==> src/rtl/apb_master.sv <==
// apb_master: single-outstanding APB requester.
// Accepts one command on a valid/ready handshake and runs it as an APB
// SETUP/ACCESS transfer. The result is returned on a response handshake.
// A wait-state timeout stops a hung slave from stalling the requester.
module apb_master #(
    parameter int ADDR_WIDTH     = 32,
    parameter int DATA_WIDTH     = 32,
    parameter int TIMEOUT_CYCLES = 16
) (
    input  logic                  CLK,
    input  logic                  RST,
    input  logic                  cmd_valid,
    output logic                  cmd_ready,
    input  logic                  cmd_write,
    input  logic [ADDR_WIDTH-1:0] cmd_addr,
    input  logic [DATA_WIDTH-1:0] cmd_wdata,
    output logic                  rsp_valid,
    input  logic                  rsp_ready,
    output logic [DATA_WIDTH-1:0] rsp_rdata,
    output logic                  rsp_error,
    output logic                  rsp_timeout,
    output logic                  PSEL,
    output logic                  PENABLE,
    output logic                  PWRITE,
    output logic [ADDR_WIDTH-1:0] PADDR,
    output logic [DATA_WIDTH-1:0] PWDATA,
    input  logic [DATA_WIDTH-1:0] PRDATA,
    input  logic                  PREADY,
    input  logic                  PSLVERR
);

    localparam int CNT_RAW = $clog2(TIMEOUT_CYCLES + 1);
    localparam int CNT_W   = (CNT_RAW < 1) ? 1 : CNT_RAW;
    localparam bit TO_EN   = (TIMEOUT_CYCLES != 0);
    // Count value seen on the last permitted wait cycle.
    localparam logic [CNT_W-1:0] CNT_LAST = CNT_W'((TIMEOUT_CYCLES == 0) ? 0 : TIMEOUT_CYCLES - 1);
    localparam logic [CNT_W-1:0] CNT_MAX  = '1;

    typedef enum logic [1:0] {
        IDLE   = 2'd0,
        SETUP  = 2'd1,
        ACCESS = 2'd2,
        RESP   = 2'd3
    } state_t;

    state_t                  state_q, state_d;
    logic [CNT_W-1:0]        cnt_q;
    logic                    write_q;
    logic [ADDR_WIDTH-1:0]   addr_q;
    logic [DATA_WIDTH-1:0]   wdata_q;
    logic [DATA_WIDTH-1:0]   rdata_q;
    logic                    error_q;
    logic                    timeout_q;
    logic                    timeout_hit;

    // The final permitted wait cycle with PREADY still low aborts the transfer.
    // PREADY high on that same cycle completes the transfer normally.
    assign timeout_hit = TO_EN && (state_q == ACCESS) && !PREADY && (cnt_q == CNT_LAST);

    // State register.
    always_ff @(posedge CLK) begin
        if (RST) state_q <= IDLE;
        else     state_q <= state_d;
    end

    // Next-state logic.
    always_comb begin
        state_d = state_q;
        case (state_q)
            IDLE:    if (cmd_valid)             state_d = SETUP;
            SETUP:                              state_d = ACCESS;
            ACCESS:  if (PREADY || timeout_hit) state_d = RESP;
            RESP:    if (rsp_ready)             state_d = IDLE;
            default:                            state_d = IDLE;
        endcase
    end

    // Outputs are decoded from the state only. cmd_ready is also masked while reset is held.
    always_comb begin
        cmd_ready = (state_q == IDLE) && !RST;
        PSEL      = (state_q == SETUP) || (state_q == ACCESS);
        PENABLE   = (state_q == ACCESS);
        rsp_valid = (state_q == RESP);
    end

    // Command capture and wait counter.
    always_ff @(posedge CLK) begin
        if (RST) begin
            write_q <= 1'b0;
            addr_q  <= '0;
            wdata_q <= '0;
            cnt_q   <= '0;
        end else begin
            if (state_q == IDLE && cmd_valid) begin
                write_q <= cmd_write;
                addr_q  <= cmd_addr;
                wdata_q <= cmd_wdata;
            end
            if (state_q == SETUP)
                cnt_q <= '0;
            else if (state_q == ACCESS && !PREADY && cnt_q != CNT_MAX)
                cnt_q <= cnt_q + CNT_W'(1);
        end
    end

    // Response registers are loaded only when ACCESS ends.
    // They stay stable through RESP.
    always_ff @(posedge CLK) begin
        if (RST) begin
            rdata_q   <= '0;
            error_q   <= 1'b0;
            timeout_q <= 1'b0;
        end else if (state_q == ACCESS) begin
            if (PREADY) begin
                rdata_q   <= write_q ? '0 : PRDATA;
                error_q   <= PSLVERR;
                timeout_q <= 1'b0;
            end else if (timeout_hit) begin
                rdata_q   <= '0;
                error_q   <= 1'b1;
                timeout_q <= 1'b1;
            end
        end
    end

    assign PWRITE      = write_q;
    assign PADDR       = addr_q;
    assign PWDATA      = wdata_q;
    assign rsp_rdata   = rdata_q;
    assign rsp_error   = error_q;
    assign rsp_timeout = timeout_q;

endmodule

==> config.mk <==
export PLATFORM = sky130hd
export DESIGN_NAME = apb_master
export DESIGN_NICKNAME = d
export VERILOG_FILES = /design/src/rtl/apb_master.sv
export SDC_FILE = /design/constraint.sdc
export NUM_CORES = 1
export LEC_CHECK = 0
export ABC_AREA = 1
export ABC_CLOCK_PERIOD_IN_PS = 1850
export BUFFER_PORTS_ARGS = -buffer_cell sky130_fd_sc_hd__buf_2
export CAP_MARGIN = 20
export CORE_AREA = 3 3 99 101
export DETAILED_ROUTE_END_ITERATION = 12
export DIE_AREA = 0 0 102 104
export GPL_TIMING_DRIVEN = 1
export HOLD_SLACK_MARGIN = 0.02
export PLACE_DENSITY = 0.89
export SLEW_MARGIN = 20
export SYNTH_ARGS = -nofsm -noshare
export SYNTH_HDL_FRONTEND = slang
export SYNTH_SLANG_ARGS = --single-unit
==> constraint.sdc <==
create_clock -name CLK -period 1.85 [get_ports CLK]
set_input_delay 0.185 -clock CLK [delete_from_list [all_inputs] [get_ports CLK]]
set_output_delay 0.185 -clock CLK [all_outputs]
set_load 0.05 [all_outputs]
-- Word level (Yosys, flattened, before mapping)
Cells that the tools add are included.
- add/sub/neg operators: 1
- $mul: 0
- divide/modulo/power cells: 0
- magnitude comparators: 0
- equality and inequality tests: 8
- shift operators: 0
- mux-type cells: 10
- bitwise operators: 0
- reductions and logical operators: 14
- operator list (operator ; count):
    32-bit two-way mux ; 3
    2-bit one-hot mux with 4 select lines ; 1
    2-bit two-way mux ; 3
    5-bit by 1-bit adder with 5-bit output, second input constant ; 1
    5-bit by 4-bit == test with 1-bit output, second input constant ; 1
    1-bit logical AND ; 5
    5-bit inequality test, second input constant ; 1
    2-bit == test, second input constant ; 2
    2-bit by 1-bit inequality test with 1-bit output, second input constant ; 2
    1-bit two-way mux ; 3
    3-bit AND reduction ; 1
    2-bit by 1-bit == test with 1-bit output, second input constant ; 1
    1-bit zero test ; 2
    2-bit zero test ; 1
    1-bit logical OR ; 2
    2-bit inequality test, second input constant ; 1
    2-bit AND reduction ; 1
    2-bit nonzero test ; 1
    2-bit OR reduction ; 1
- register bits after elaboration: 106
- bits in latches: 0
- RAM bits: 0
- bits in read-only memories: 0
- input bits: 103
- output and inout bits: 103
- word-level logic and storage cells: 41
- memories: 0

-- Depth between registers and ports, before layout
- depth in word-level cells: 6
- mapped depth: 9
- mapped depth without buffers: 8

-- Worst setup path before layout
No wires, ideal clock.
- kind: reg2reg
- from: register state_q[0]
- to: register rdata_q[11] (netlist: rsp_rdata[11])
- arrival: 1.559 ns
- required time: 1.731 ns
- setup slack: 0.173 ns
- cell stages (with the launch flop): 8
- buffers on the path: 2
- period minus slack after synthesis: 1.677 ns
- path through: dfxtp_1 inv_1 ha_1 nand2_2 nand2_1 buf_6 buf_4 a21oi_2
- cells in the longest elaborated chain, start to end: 5
- ends and longest elaborated chain (item ; line ; source):
    start: declaration ; 46 ; state_t state_q, state_d;
    start signal: assignment ; 63 ; else state_q <= state_d;
    2-bit == test (*) ; - ;
    net PENABLE ; 23 ; output logic PENABLE,
    1-bit logical AND (2 in series) ; 58 ; assign timeout_hit = TO_EN && (state_q == ACCESS) && !PREADY && (cnt_q == CNT_LAST);
    2-bit nonzero test (no line) ; - ;
    2-bit AND reduction (no line) (*) ; - ;
    end signal: assignment ; 115 ; rdata_q <= write_q ? '0 : PRDATA;
    end: declaration ; 51 ; logic [DATA_WIDTH-1:0] rdata_q;
Mark *: on every way through the listed nets, which the timed path passes. The rest lies on a longest branch.
A chain may end at the register's enable or synchronous reset.

-- Final worst setup path
- from: register cnt_q[0]
- to: register rdata_q[18] (netlist: rsp_rdata[18])
- cells in the longest elaborated chain, start to end: 4
- ends and longest elaborated chain (item ; line ; source):
    start: declaration ; 47 ; logic [CNT_W-1:0] cnt_q;
    start signal: assignment ; 102 ; cnt_q <= cnt_q + CNT_W'(1);
    5-bit by 4-bit == test with 1-bit output ; 58 ;
    1-bit logical AND ; 58 ;
    2-bit nonzero test (no line) ; - ;
    2-bit AND reduction (no line) ; - ;
No other way between the ends.

==> results.yml <==
flow_run:
  drv_cap: 0
worst_setup_path:
  endpoint_kind: "flip-flop"
  path_max_fanout: 11
  required_ns: 2.09
  crit_chain: "ha_1 -> and3_1 -> ha_1 -> nand2_1 -> nand2_4 -> buf_4 -> o21ai_1 -> a21oi_2"
  max_stage_delay_ns: 0.34
  cp_slowest_cell: "dfxtp_1"
  cp_common_cell: "ha_1"
  critPathKind: "flip-flop to flip-flop"
  start_kind: "flip-flop"
  worst-endpoint-arrival_ns: 1.96
synth:
  synthXorXnorAreaFrac_pct: 0
  synth-seq-cells: 106
  synth_nets: 610
  yosys_warnings: 0
  synth_compound_area_share_pct: 19.3
  ys_seq_area_share_pct: 52.8
  synth-adder-area-share_pct: 2.18
  synth_simple_gate_area_share_pct: 19.8
  syn_inst: 500
  synth_mux_area_share_pct: 0
  synth_top_family_by_area: "simple AND/OR/NAND/NOR gates"
  synth.avg_cell_area_um2: 8.03
  yosysUniqueCellTypes: 21
  synthesis.area_um2: 4020
power:
  power.leakage_nw: 2.62
  powerDensity_nw_per_um2: 1670
  p_total_mw: 8.86
  ir_drop_v: 0.000730
cells_and_area:
  drive_above_1_share_pct: 37.2
  final_cells: 808
  antennaDiodeCount: 0
  postLayoutCoreUtil_pct: 58.3
  nFillCells: 865
  stdcell_area_um2: 5310
  multi_input_area_um2: 1670
  synthToLayoutAreaGrowth_pct: 32.3
  fin_nets: 802
  register_area_um2: 2120
global_route:
  antenna_found_initial: 1
  grt_max_degree: 101
  gr-total-overflow: 0
  grt.total_usage_pct: 17.7
  grt_pass1_wl_mm: 15.3
  grt_pass1_vias: 3377
timing:
  fin_crit_sh_pct: 92.7
  setup_viol: 0
  fin_skew_ns: 0.0105
  layout_min_cycle_time_ns: 1.71
  slew-limit-headroom_pct: 74.3
  setup_ws_ns: 0.136
  worst_pin_slew_ns: 0.385
  finalHoldViolations: 0
  drv_slew: 0
  tns_ns: 0
  fmax_mhz: 583
  holdWs_ns: 0.0702
  rsz0062_at_grt: "no"
clocking:
  clkSlewWorstSetupHoldPaths_ns: 0.11
  clock-sinks: 106
  cts_buffer_depth: 2
  ctsHtreeMaxLevel: 3
  clk_latency_ns: 0.35
  cts_resized: 0
  cts_made_buffers: 9
  post_cts_buffers: 0
  root_buffer: "clkbuf_8"
  ctsHoldBuffers: 0
  tritoncts: "done"
route:
  routedWlPerCell_um: 12.6
  drt-initial-drc-count: 129
  drc: 0
  vias: 3903
  drt-total-wl_mm: 10.2
  drt-vias-per-instance: 4.83
  ant_nets: 0
  first_pass_iters: 5
place:
  placed_area_um2: 5120
  dp_cells: 792
  hpwl_mm: 7.44
  pre_cts_slack_ns: 0.107
  routabilityCongestion: 0.825
  io_buffers: 205
status:
  status: "completed"
floorplan:
  core_um2: 9110
  dieArea_um2: 10600
  ioPinCount: 206
  rows: 35
  die_h_um: 104
  start_util_pct: 44.1
  fp.dieW_um: 102
hold_path:
  min_path_type: "input port to flip-flop"
## sequential cells by signal, summed over array words and instances, names as in the netlist
signal and flops:
rsp_rdata 32, PWDATA 32, PADDR 32, state_q 2, PWRITE 1, rsp_timeout 1, cnt_q 5, rsp_error 1
## cells in the mapped netlist
library cell / count / area (µm²)
a21oi_1: 18 / 90.1
a21oi_2: 20 / 175
and3_1: 1 / 6.26
buf_2: 8 / 40.0
buf_4: 4 / 30.0
buf_6: 3 / 33.8
clkbuf_1: 22 / 82.6
clkinv_1: 1 / 3.75
dfxtp_1: 106 / 2120
ha_1: 7 / 87.6
inv_1: 12 / 45.0
inv_2: 1 / 3.75
nand2_1: 14 / 52.6
nand2_2: 1 / 6.26
nand3_1: 35 / 175
nand3b_1: 1 / 7.51
nand4_1: 1 / 6.26
nor2_1: 144 / 541
o21a_1: 1 / 7.51
o21ai_0: 80 / 400
o21ai_1: 20 / 100
## per-layer routing
metal  global-route usage [%]  share of wire (%)  vias to the layer above
met2                     29.9                 48                      145
met1                     21.2                 43                     1702
met4                     6.28                1.9                        2
met3                     4.90                7.7                       22
met5                        0               0.20                        -
li1                         -                  -                     2032
## kinds of logic after synthesis
kind of cell    after synthesis
compound gates              139
simple gates                197
buf+inv                      51
flops                       106
fa+ha+maj                     7
## report_power, final
| part | total [mW] | switching, mW | internal, mW | leakage, nW |
|---|---|---|---|---|
| Clock | 1.33 | 0.788 | 0.541 | 0.0908 |
| Sequential | 3.12 | 0.276 | 2.85 | 0.872 |
| Combinational | 4.41 | 3.34 | 1.07 | 1.66 |
| Total | 8.86 | 4.40 | 4.46 | 2.62 |
## placed cells by master, fill, tap and decap left out, types with 2 or more instances in the layout
cell,instances
clkbuf_8,10
dfxtp_1,106
a21oi_1,18
inv_1,12
clkinvlp_4,2
nor2_1,144
buf_4,11
o21ai_1,20
inv_2,2
buf_2,205
a21oi_2,20
nand3_1,35
nand2_1,12
buf_12,2
nand2_2,2
ha_1,7
o21ai_0,80
## path summary, 6_finish.rpt
path                startpoint             to  slack [ns]  cells past startpoint
setup reg to reg      cnt_q[0]  rsp_rdata[18]        0.14                      8
hold reg to reg      PADDR[10]      PADDR[10]        0.49                      2
setup / recovery      cnt_q[0]  rsp_rdata[18]        0.14                      8
hold / removal    cmd_addr[21]      PADDR[21]        0.07                      3
## critical path: cells and delay by family, from the launching register on
kind / cells / cell delay (ns)
AOI/OAI and AO/OA: 2 / 0.21
adders and majority gates: 2 / 0.44
DFF: 1 / 0.34
buffers and inverters: 1 / 0.20
and+or+nand+nor: 3 / 0.43
## final cells by class
cell class,count,share of cell area [%]
Clock buffer,10,2.59
Multi-Input combinational cell,343,31.3
Tap cell,111,2.61
Inverter,14,0.989
Timing Repair Buffer,218,21.6
Sequential cell,106,39.9
Clock inverter,6,0.918
Note: power is estimated with default switching activity, not from simulation.
